<file path="src/rtl/display_pkg.sv">
// Shared display constants: clock rate, blank pattern, driver states, hex glyphs.
// Pure definitions, no latency, no backpressure.
package display_pkg;

   localparam int CLOCK_FREQ = 100_000_000;

   // Active-low {g,f,e,d,c,b,a}; all ones turns every segment off.
   localparam logic [6:0] SEG_OFF = 7'h7F;

   typedef enum logic {
      BLANK = 1'b0,
      DRIVE = 1'b1
   } drv_state_t;

   // Glyph table indexed by nibble: entry 15 (F) first, entry 0 last.
   localparam logic [15:0][6:0] SEG_HEX = {
      7'h0E, 7'h06, 7'h21, 7'h46, 7'h03, 7'h08, 7'h10, 7'h00,
      7'h78, 7'h02, 7'h12, 7'h19, 7'h30, 7'h24, 7'h79, 7'h40
   };

endpackage

</file>
<file path="src/rtl/seg_decoder.sv">
// Nibble to active-low 7-segment glyph (0-9, A, b, C, d, E, F).
// Purely combinational, no backpressure.
module seg_decoder
   import display_pkg::*;
(
   input  logic [3:0] nibble,
   output logic [6:0] seg
);

   assign seg = SEG_HEX[nibble];

endmodule

</file>
<file path="src/rtl/seven_seg_driver.sv">
// Multiplexed 4-digit 7-segment pin driver with anti-ghost blanking, frame shadows, LZB and PWM.
// Outputs registered; new digit drives BLANK_CYCLES+1 cycles after a SEL change; no backpressure.
module seven_seg_driver
   import display_pkg::*;
#(
   parameter int BLANK_CYCLES = 1000,
   parameter int PWM_BITS     = 4
) (
   input  logic                CLK,
   input  logic                RST,
   input  logic [1:0]          SEL,
   input  logic [15:0]         DIGITS,
   input  logic [3:0]          DP,
   input  logic [PWM_BITS-1:0] BRIGHTNESS,
   input  logic                LZB_EN,
   output logic [3:0]          AN,
   output logic [6:0]          SEG,
   output logic                DP_N,
   output logic                FRAME_START
);

   localparam int CNT_W = (BLANK_CYCLES > 1) ? $clog2(BLANK_CYCLES) : 1;
   localparam logic [CNT_W-1:0] BLANK_LAST = CNT_W'(BLANK_CYCLES - 1);

   drv_state_t          state_q, state_d;
   logic [1:0]          sel_q, sel_d;
   logic                init_q;
   logic [CNT_W-1:0]    blank_cnt_q, blank_cnt_d;
   logic [PWM_BITS-1:0] pwm_q, pwm_d;

   logic [15:0]         sh_digits_q, sh_digits_d;
   logic [3:0]          sh_dp_q, sh_dp_d;
   logic [PWM_BITS-1:0] sh_bright_q, sh_bright_d;
   logic                sh_lzb_q, sh_lzb_d;

   logic                sel_change;
   logic                shadow_load;

   logic [3:0]          an_d;
   logic [6:0]          seg_d;
   logic                dp_n_d;
   logic                lit;
   logic                digit_blank;
   logic [3:0]          cur_nibble;
   logic [6:0]          dec_seg;

   // The first edge out of reset behaves exactly like a SEL change (and a frame load).
   assign sel_change  = init_q || (SEL != sel_q);
   assign shadow_load = init_q || (sel_change && (SEL == 2'd0));
   assign sel_d       = sel_change ? SEL : sel_q;

   assign sh_digits_d = shadow_load ? DIGITS     : sh_digits_q;
   assign sh_dp_d     = shadow_load ? DP         : sh_dp_q;
   assign sh_bright_d = shadow_load ? BRIGHTNESS : sh_bright_q;
   assign sh_lzb_d    = shadow_load ? LZB_EN     : sh_lzb_q;

   // State register
   always_ff @(posedge CLK) begin
      if (RST) begin
         state_q     <= BLANK;
         sel_q       <= 2'd0;
         init_q      <= 1'b1;
         blank_cnt_q <= '0;
         pwm_q       <= '0;
      end else begin
         state_q     <= state_d;
         sel_q       <= sel_d;
         init_q      <= 1'b0;
         blank_cnt_q <= blank_cnt_d;
         pwm_q       <= pwm_d;
      end
   end

   // Next-state logic
   always_comb begin
      state_d     = state_q;
      blank_cnt_d = blank_cnt_q;
      if (sel_change) begin
         state_d     = BLANK;
         blank_cnt_d = '0;
      end else begin
         case (state_q)
            BLANK: begin
               if (blank_cnt_q == BLANK_LAST) begin
                  state_d     = DRIVE;
                  blank_cnt_d = '0;
               end else begin
                  blank_cnt_d = blank_cnt_q + 1'b1;
               end
            end
            DRIVE:   state_d = DRIVE;
            default: state_d = BLANK;
         endcase
      end
   end

   // PWM phase restarts at zero on the first DRIVE cycle of each digit.
   assign pwm_d = ((state_q == DRIVE) && (state_d == DRIVE)) ? pwm_q + 1'b1 : '0;

   assign cur_nibble = sh_digits_d[{sel_d, 2'b00} +: 4];

   seg_decoder u_seg_decoder (
      .nibble (cur_nibble),
      .seg    (dec_seg)
   );

   // Output logic, evaluated on next-cycle values so the pins line up with the state.
   always_comb begin
      an_d        = 4'hF;
      seg_d       = SEG_OFF;
      dp_n_d      = 1'b1;
      lit         = 1'b0;
      digit_blank = 1'b0;
      if (state_d == DRIVE) begin
         an_d[sel_d] = 1'b0;
         lit         = (pwm_d < sh_bright_d);
         case (sel_d)
            2'd1:    digit_blank = sh_lzb_d && (sh_digits_d[15:4]  == 12'h000);
            2'd2:    digit_blank = sh_lzb_d && (sh_digits_d[15:8]  == 8'h00);
            2'd3:    digit_blank = sh_lzb_d && (sh_digits_d[15:12] == 4'h0);
            default: digit_blank = 1'b0;
         endcase
         if (lit) begin
            seg_d  = digit_blank ? SEG_OFF : dec_seg;
            dp_n_d = ~sh_dp_d[sel_d];
         end
      end
   end

   always_ff @(posedge CLK) begin
      if (RST) begin
         sh_digits_q <= '0;
         sh_dp_q     <= '0;
         sh_bright_q <= '0;
         sh_lzb_q    <= 1'b0;
         AN          <= 4'hF;
         SEG         <= SEG_OFF;
         DP_N        <= 1'b1;
         FRAME_START <= 1'b0;
      end else begin
         sh_digits_q <= sh_digits_d;
         sh_dp_q     <= sh_dp_d;
         sh_bright_q <= sh_bright_d;
         sh_lzb_q    <= sh_lzb_d;
         AN          <= an_d;
         SEG         <= seg_d;
         DP_N        <= dp_n_d;
         FRAME_START <= shadow_load;
      end
   end

endmodule

</file>
<file path="config.mk">
export PLATFORM = sky130hd
export DESIGN_NAME = seven_seg_driver
export DESIGN_NICKNAME = d
export VERILOG_FILES = /design/src/rtl/display_pkg.sv /design/src/rtl/seg_decoder.sv /design/src/rtl/seven_seg_driver.sv
export SDC_FILE = /design/constraint.sdc
export NUM_CORES = 1
export LEC_CHECK = 0
export ABC_AREA = 1
export CORE_ASPECT_RATIO = 0.7
export CORE_MARGIN = 3
export CORE_UTILIZATION = 31
export CTS_CLUSTER_DIAMETER = 100
export CTS_CLUSTER_SIZE = 30
export DETAILED_ROUTE_END_ITERATION = 8
export HOLD_SLACK_MARGIN = 0.06
export PLACE_DENSITY = 0.56
export SLEW_MARGIN = 15
export SYNTH_ARGS = -nofsm -noshare
export SYNTH_HDL_FRONTEND = slang
export SYNTH_SLANG_ARGS = --single-unit
</file>
<file path="constraint.sdc">
create_clock -name CLK -period 3.2 [get_ports CLK]
set_input_delay 0.96 -clock CLK [delete_from_list [all_inputs] [get_ports CLK]]
set_output_delay 0.96 -clock CLK [all_outputs]
set_load 0.005 [all_outputs]
</file>
### After elaboration in Yosys (flattened, before gate mapping)

Memory sizes are Yosys's and may differ from the RTL's. A register that Yosys moved wholly into a read port is not among the register bits.
Index checks and enable logic that the tools add are counted.

* register bits after elaboration: 49
* latch bits: 0
* memory bits (writable): 0
* bits in read-only memories: 112
* output and inout bits: 13
* memories: 1

Memory list
* (no name shown): depth 16, bits a word 7, read ports 1, clocked after memory_dff 1, wr ports 0, line seg_decoder.sv:10 `assign seg = SEG_HEX[nibble];`

* add/sub/neg operators: 2
* $mul: 0
* div/mod/pow operators: 0
* $lt $le $gt $ge: 3
* equality and inequality tests: 5
* shift operators: 1
* muxes and demuxes: 17
* bitwise gates (word level): 5
* reductions and logical operators: 16

Operators with widths (count)
* $mux 16: 1
* $shiftx 16x5->4: 1
* $logic_not 12->1: 1
* $mux 4: 3
* $add 10x1->10 const B: 1
* $eq 10x10->1 const B: 1
* $mux 10: 1
* $logic_not 8->1: 1
* $mux 1: 7
* $logic_and 1x1->1: 6
* $add 4x1->4 const B: 1
* $eq 2x2->1 const B: 2
* $logic_not 4->1: 1
* $lt 4x4->1: 1
* $not 1->1: 4
* $not 4->4: 1
* $reduce_or 2->1: 2
* $reduce_or 4->1: 1
* $lt 2x3->1 const B: 1
* $pmux 1 s3: 1
* $reduce_or 3->1: 1
* $bmux 1 s2: 1
* $demux 1 s2: 1
* $eq 2x1->1 const B: 1
* other kinds (6): 7

### Logic depth before layout (Yosys ltp)

* depth after elaboration: 10
* depth in mapped cells: 19

### Modules after synthesis

From an unflattened synthesis, not the netlist that was laid out.

* cells, all modules: 378
* area, all modules: 2760.1 um^2

By module, submodules not included
* seven_seg_driver: times used 1, cells each 329, area each 2486.1 um^2
* seg_decoder: times used 1, cells each 49, area each 274.0 um^2

### Worst setup path after synthesis

No wires, ideal clock.

* path kind: input to register
* start: in SEL[1]
* end: reg SEG[1]
* library setup time: 120 ps
* arrival: 2509 ps
* required time: 3080 ps
* setup slack: 571 ps
* stages: 14
* buffers on the path: 1
* cell sequence: inv_2 > nand2_1 > nand2_2 > nand2_4 > nand2_4 > buf_6 > mux2i_1 > ha_1 > a21oi_1 > nand2_1 > a21oi_2 > nand2_1 > inv_2 > nand3_1

* cells in the longest elaborated chain, start to end: 10
* elaborated cells on any way between the ends: 28
* those cells by class: 1 x order compare; 4 x eq/ne; 1 x shift; 8 x mux; 2 x bitwise; 12 x reduce/logical

Ends and longest elaborated chain
* from (decl): line seven_seg_driver.sv:11 `input logic [1:0] SEL,`
* $ne 2x2->1: line seven_seg_driver.sv:48 `assign sel_change = init_q || (SEL != sel_q);`
* $logic_or 1x1->1: line seven_seg_driver.sv:48
* $logic_and 1x1->1: line seven_seg_driver.sv:49 `assign shadow_load = init_q || (sel_change && (SEL == 2'd0));`
* $logic_or 1x1->1: line seven_seg_driver.sv:49
* $mux 16: line seven_seg_driver.sv:52 `assign sh_digits_d = shadow_load ? DIGITS : sh_digits_q;`
* $logic_not 12->1, or another cell as far along: line seven_seg_driver.sv:118 `2'd1: digit_blank = sh_lzb_d && (sh_digits_d[15:4] == 12'h000);`
* $logic_and 1x1->1, on equally long branches: line seven_seg_driver.sv:118, seven_seg_driver.sv:119, seven_seg_driver.sv:120
* $pmux 1 s3: line seven_seg_driver.sv:117 `case (sel_d)`
* $mux 1: line seven_seg_driver.sv:114 `if (state_d == DRIVE) begin`
* $reduce_or 4->1 (no line)
* to (decl): line seven_seg_driver.sv:17 `output logic [6:0] SEG,`

Several ways; a longest one is shown, not always the timed one. The select of a mux whose other input is x is not followed.
A chain may end at the register's enable or synchronous reset.

### Final worst setup path

* start: in SEL[0]
* end: reg SEG[0]

Same word-level chain as after synthesis.

==> results.sh <==
export IMPL_path_cells="clkdlybuf4s50_1, inv_2, a21oi_4, nand2_4, buf_12, nand3_1, nand2_1, nand2_1, nand2_1, nor2_4, inv_1, ha_1, inv_1, nand2_1, nand2_1, nor2_1, nor2_1, nand2_1"
export IMPL_ant_nets=0
export IMPL_layout_min_cycle_time_ns=2.953
export IMPL_viasPerCell=4.530
export IMPL_final_util_pct=41.94
export IMPL_cts_setup_buffers=0
export IMPL_power_frac_seq_pct=44.5
export IMPL_area_growth_pct=29.50
export IMPL_path_buf_inv=5
export IMPL_cp_max_fo=12
export IMPL_whs_path_depth=2
export IMPL_synth_area_top_cells="dfxtp_1 38%, nand2_1 14%, nand3_1 6.9%, inv_1 5.9%, nor2_1 5.9%"
export IMPL_port_buffers=41
export IMPL_setup_viol=0
export IMPL_synth_seq_cells=56
export IMPL_cts_resized=0
export IMPL_layout_drive_gt1_share_pct=14.79
export IMPL_skew_ns=0.009723
export IMPL_r2r_cells=18
export IMPL_diodes=0
export IMPL_internal_power_mw=1.172
export IMPL_nNetsFinal=519
export IMPL_yosysUniqueCellTypes=32
export IMPL_place_gp_congestion=0.8873
export IMPL_gr_total_overflow=0
export IMPL_switchingPower_mw=0.4782
export IMPL_timing_fmax_mhz=338.6
export IMPL_crit_path_frequent_cell="nand2_1"
export IMPL_rsz0062_at_grt="no"
export IMPL_cp_slowest_stage_delay_ns=0.52
export IMPL_powerDensity_nw_per_um2=428.6
export IMPL_ys_warn_count=0
export IMPL_grt_pass1_wl_um=12160
export IMPL_clk_latency_ns=0.30
export IMPL_path_delay_family="buffers and inverters"
export IMPL_antenna_found_initial=0
export IMPL_critical_path_arrival_ns=3.16
export IMPL_first_global_vias=2522
export IMPL_p_leak_nw=1.787
export IMPL_worst_slew_pin_slew_ns=0.3870
export IMPL_clkTransAtPathRegs_ns=0.08
export IMPL_routed_wirelength_um=7212
export IMPL_max_cap_violations=0
export IMPL_nFillCells=949
export IMPL_fp_dieH_um=87.93
export IMPL_core_area_sq_um=9180
export IMPL_cp_depth=18
export IMPL_drc=0
export IMPL_h_tree_depth=2
export IMPL_root_buffer="clkbuf_16"
export IMPL_cp_required_ns=3.40
export IMPL_p_comb_share_pct=21.3
export IMPL_cp_end_kind="flop"
export IMPL_wl_per_cell_um=11.94
export IMPL_postCtsHoldBufs=0
export IMPL_drv_slew=0
export IMPL_min_path_type="flop to flop"
export IMPL_syn_avg_cell_area_sq_um=7.163
export IMPL_power_mw=1.650
export IMPL_numCtsBuffers=5
export IMPL_cp_start_kind="input port"
export IMPL_timing_final_crit_share_pct=92.29
export IMPL_cts_tree="yes"
export IMPL_vdd_drop_max_mv=0.2370
export IMPL_gr_usage_all_layers_pct=14.24
export IMPL_slew_headroom_pct=74.11
export IMPL_power_share_clock_pct=34.2
export IMPL_synthCells=415
export IMPL_yosysTopAreaCell="dfxtp_1"
export IMPL_first_pass_iters=4
export IMPL_dp_hpwl_um=5578
export IMPL_start_util_pct=32.38
export IMPL_cts_num_sinks=56
export IMPL_synth_top_area_share_pct=37.71
export IMPL_synth_net_count=455
export IMPL_die_x_um=123.0
export IMPL_layout_commonest_cell="nand2_1"
export IMPL_sw_frac_of_total_pct=28.98
export IMPL_ys_seq_area_share_pct=37.71
export IMPL_final_cell_mix="114 x nand2_1, 56 x dfxtp_1, 47 x inv_1, 47 x nor2_1"
export IMPL_num_vias=2736
export IMPL_pre_cts_slack_ns=-0.1203
export IMPL_setup_slack_ns=0.2467
export IMPL_netlist_area_sq_um=2973
export IMPL_fp_row_count=29
export IMPL_io_pins=42
export IMPL_cpMaxStageDelayCell="clkdlybuf4s50_1"
export IMPL_die_area_sq_um=10820
export IMPL_grt_start_max_net_pins=34
export IMPL_status="finished, final reports clean"
export IMPL_drt_first_iter_violations=157
export IMPL_worstSetupPathType="input port to flop"
export IMPL_finalHoldViolations=0
export IMPL_cts_buffer_depth=2
==> tightest hold or removal path: cells and delay by family (launching register included) <==
family | cells | cell delay, ns
flops | 1 | 0.31
simple gates | 1 | 0.05
compound gates | 1 | 0.05
==> per-stage QoR <==
stage / hold slack, ns / TNS (ns) / std cells / area, sq um
after detailed placement: 0.4509 / -0.6760 / 596 / 3674
final: 0.4580 / 0 / 604 / 3850
after global routing: 0.4842 / 0 / 604 / 3850
after CTS: 0.4617 / 0 / 604 / 3825
after global placement: 0.4435 / -0.07045 / 596 / 3674
after floorplan: 0.4363 / 0 / 415 / 2973
==> layer usage <==
layer	up-vias	GRT usage [%]	share of wire (%)
met1	1232	21.66	54
li1	1436	-	-
met2	60	19.98	39
met3	8	3.809	5.6
met5	-	0	0
met4	0	3.015	1.1
==> flip-flops by register name, summed over array words and instances (netlist names) <==
| register | cells |
|---|---|
| FRAME_START | 1 |
| sh_bright_q | 4 |
| sel_q | 2 |
| pwm_q | 4 |
| sh_lzb_q | 1 |
| init_q | 1 |
| AN | 4 |
| blank_cnt_q | 10 |
| state_q | 1 |
| sh_digits_q | 16 |
| sh_dp_q | 4 |
| SEG | 7 |
| DP_N | 1 |
==> area by class of cell <==
type | count | area (sq um) | share of cell area [%]
Timing Repair Buffer | 70 | 640.6 | 16.64
Multi-Input combinational cell | 294 | 1587 | 41.21
Tap cell | 124 | 155.1 | 4.030
Sequential cell | 56 | 1121 | 29.12
Inverter | 52 | 195.2 | 5.070
Clock buffer | 5 | 125.1 | 3.250
Clock inverter | 3 | 26.28 | 0.6825
==> cells in the mapped netlist <==
| master | count |
|---|---|
| nand2_1 | 114 |
| dfxtp_1 | 56 |
| inv_1 | 47 |
| nor2_1 | 47 |
| nand3_1 | 41 |
| a21oi_1 | 20 |
| ha_1 | 11 |
| nand2_2 | 8 |
| mux2i_1 | 7 |
| nand3b_1 | 7 |
| nand2_4 | 6 |
| o21ai_0 | 6 |
| inv_2 | 5 |
| nand3_2 | 5 |
| buf_2 | 4 |
| buf_6 | 4 |
| clkbuf_1 | 4 |
| nor3_1 | 3 |
| a21oi_2 | 2 |
| nand4_1 | 2 |
| nor2_4 | 2 |
| nor2_8 | 2 |
| o21ai_1 | 2 |
| o22ai_1 | 2 |
| a211oi_1 | 1 |
| a21oi_4 | 1 |
| a32oi_1 | 1 |
| buf_8 | 1 |
| nor2_2 | 1 |
| o211ai_1 | 1 |
| xnor2_1 | 1 |
| xor2_1 | 1 |
==> power by group through the flow <==
stage	clock network [mW]	logic (mW)	registers (mW)
2_1_floorplan	0	0.228	0.748
3_3_place_gp	0	0.342	0.749
3_5_place_dp	0	0.345	0.750
4_1_cts	0.590	0.347	0.733
5_1_grt	0.613	0.395	0.737
6_report	0.564	0.352	0.734
==> final timing paths <==
check | from | to | slack [ns]
max | SEL[0] | SEG[0] | 0.25
min | blank_cnt_q[9] | blank_cnt_q[9] | 0.46
max reg2reg | sel_q[1] | SEG[0] | 1.12
min reg2reg | blank_cnt_q[9] | blank_cnt_q[9] | 0.46
==> cells by family after synthesis <==
family	share of synthesized area, %
buf+inv	9.764
simple gates	37.88
compound gates	7.071
mux	2.357
xor+xnor	0.5893
flops	37.71
fa+ha+maj	4.630
No activity file was read; power rests on OpenSTA's default activity.
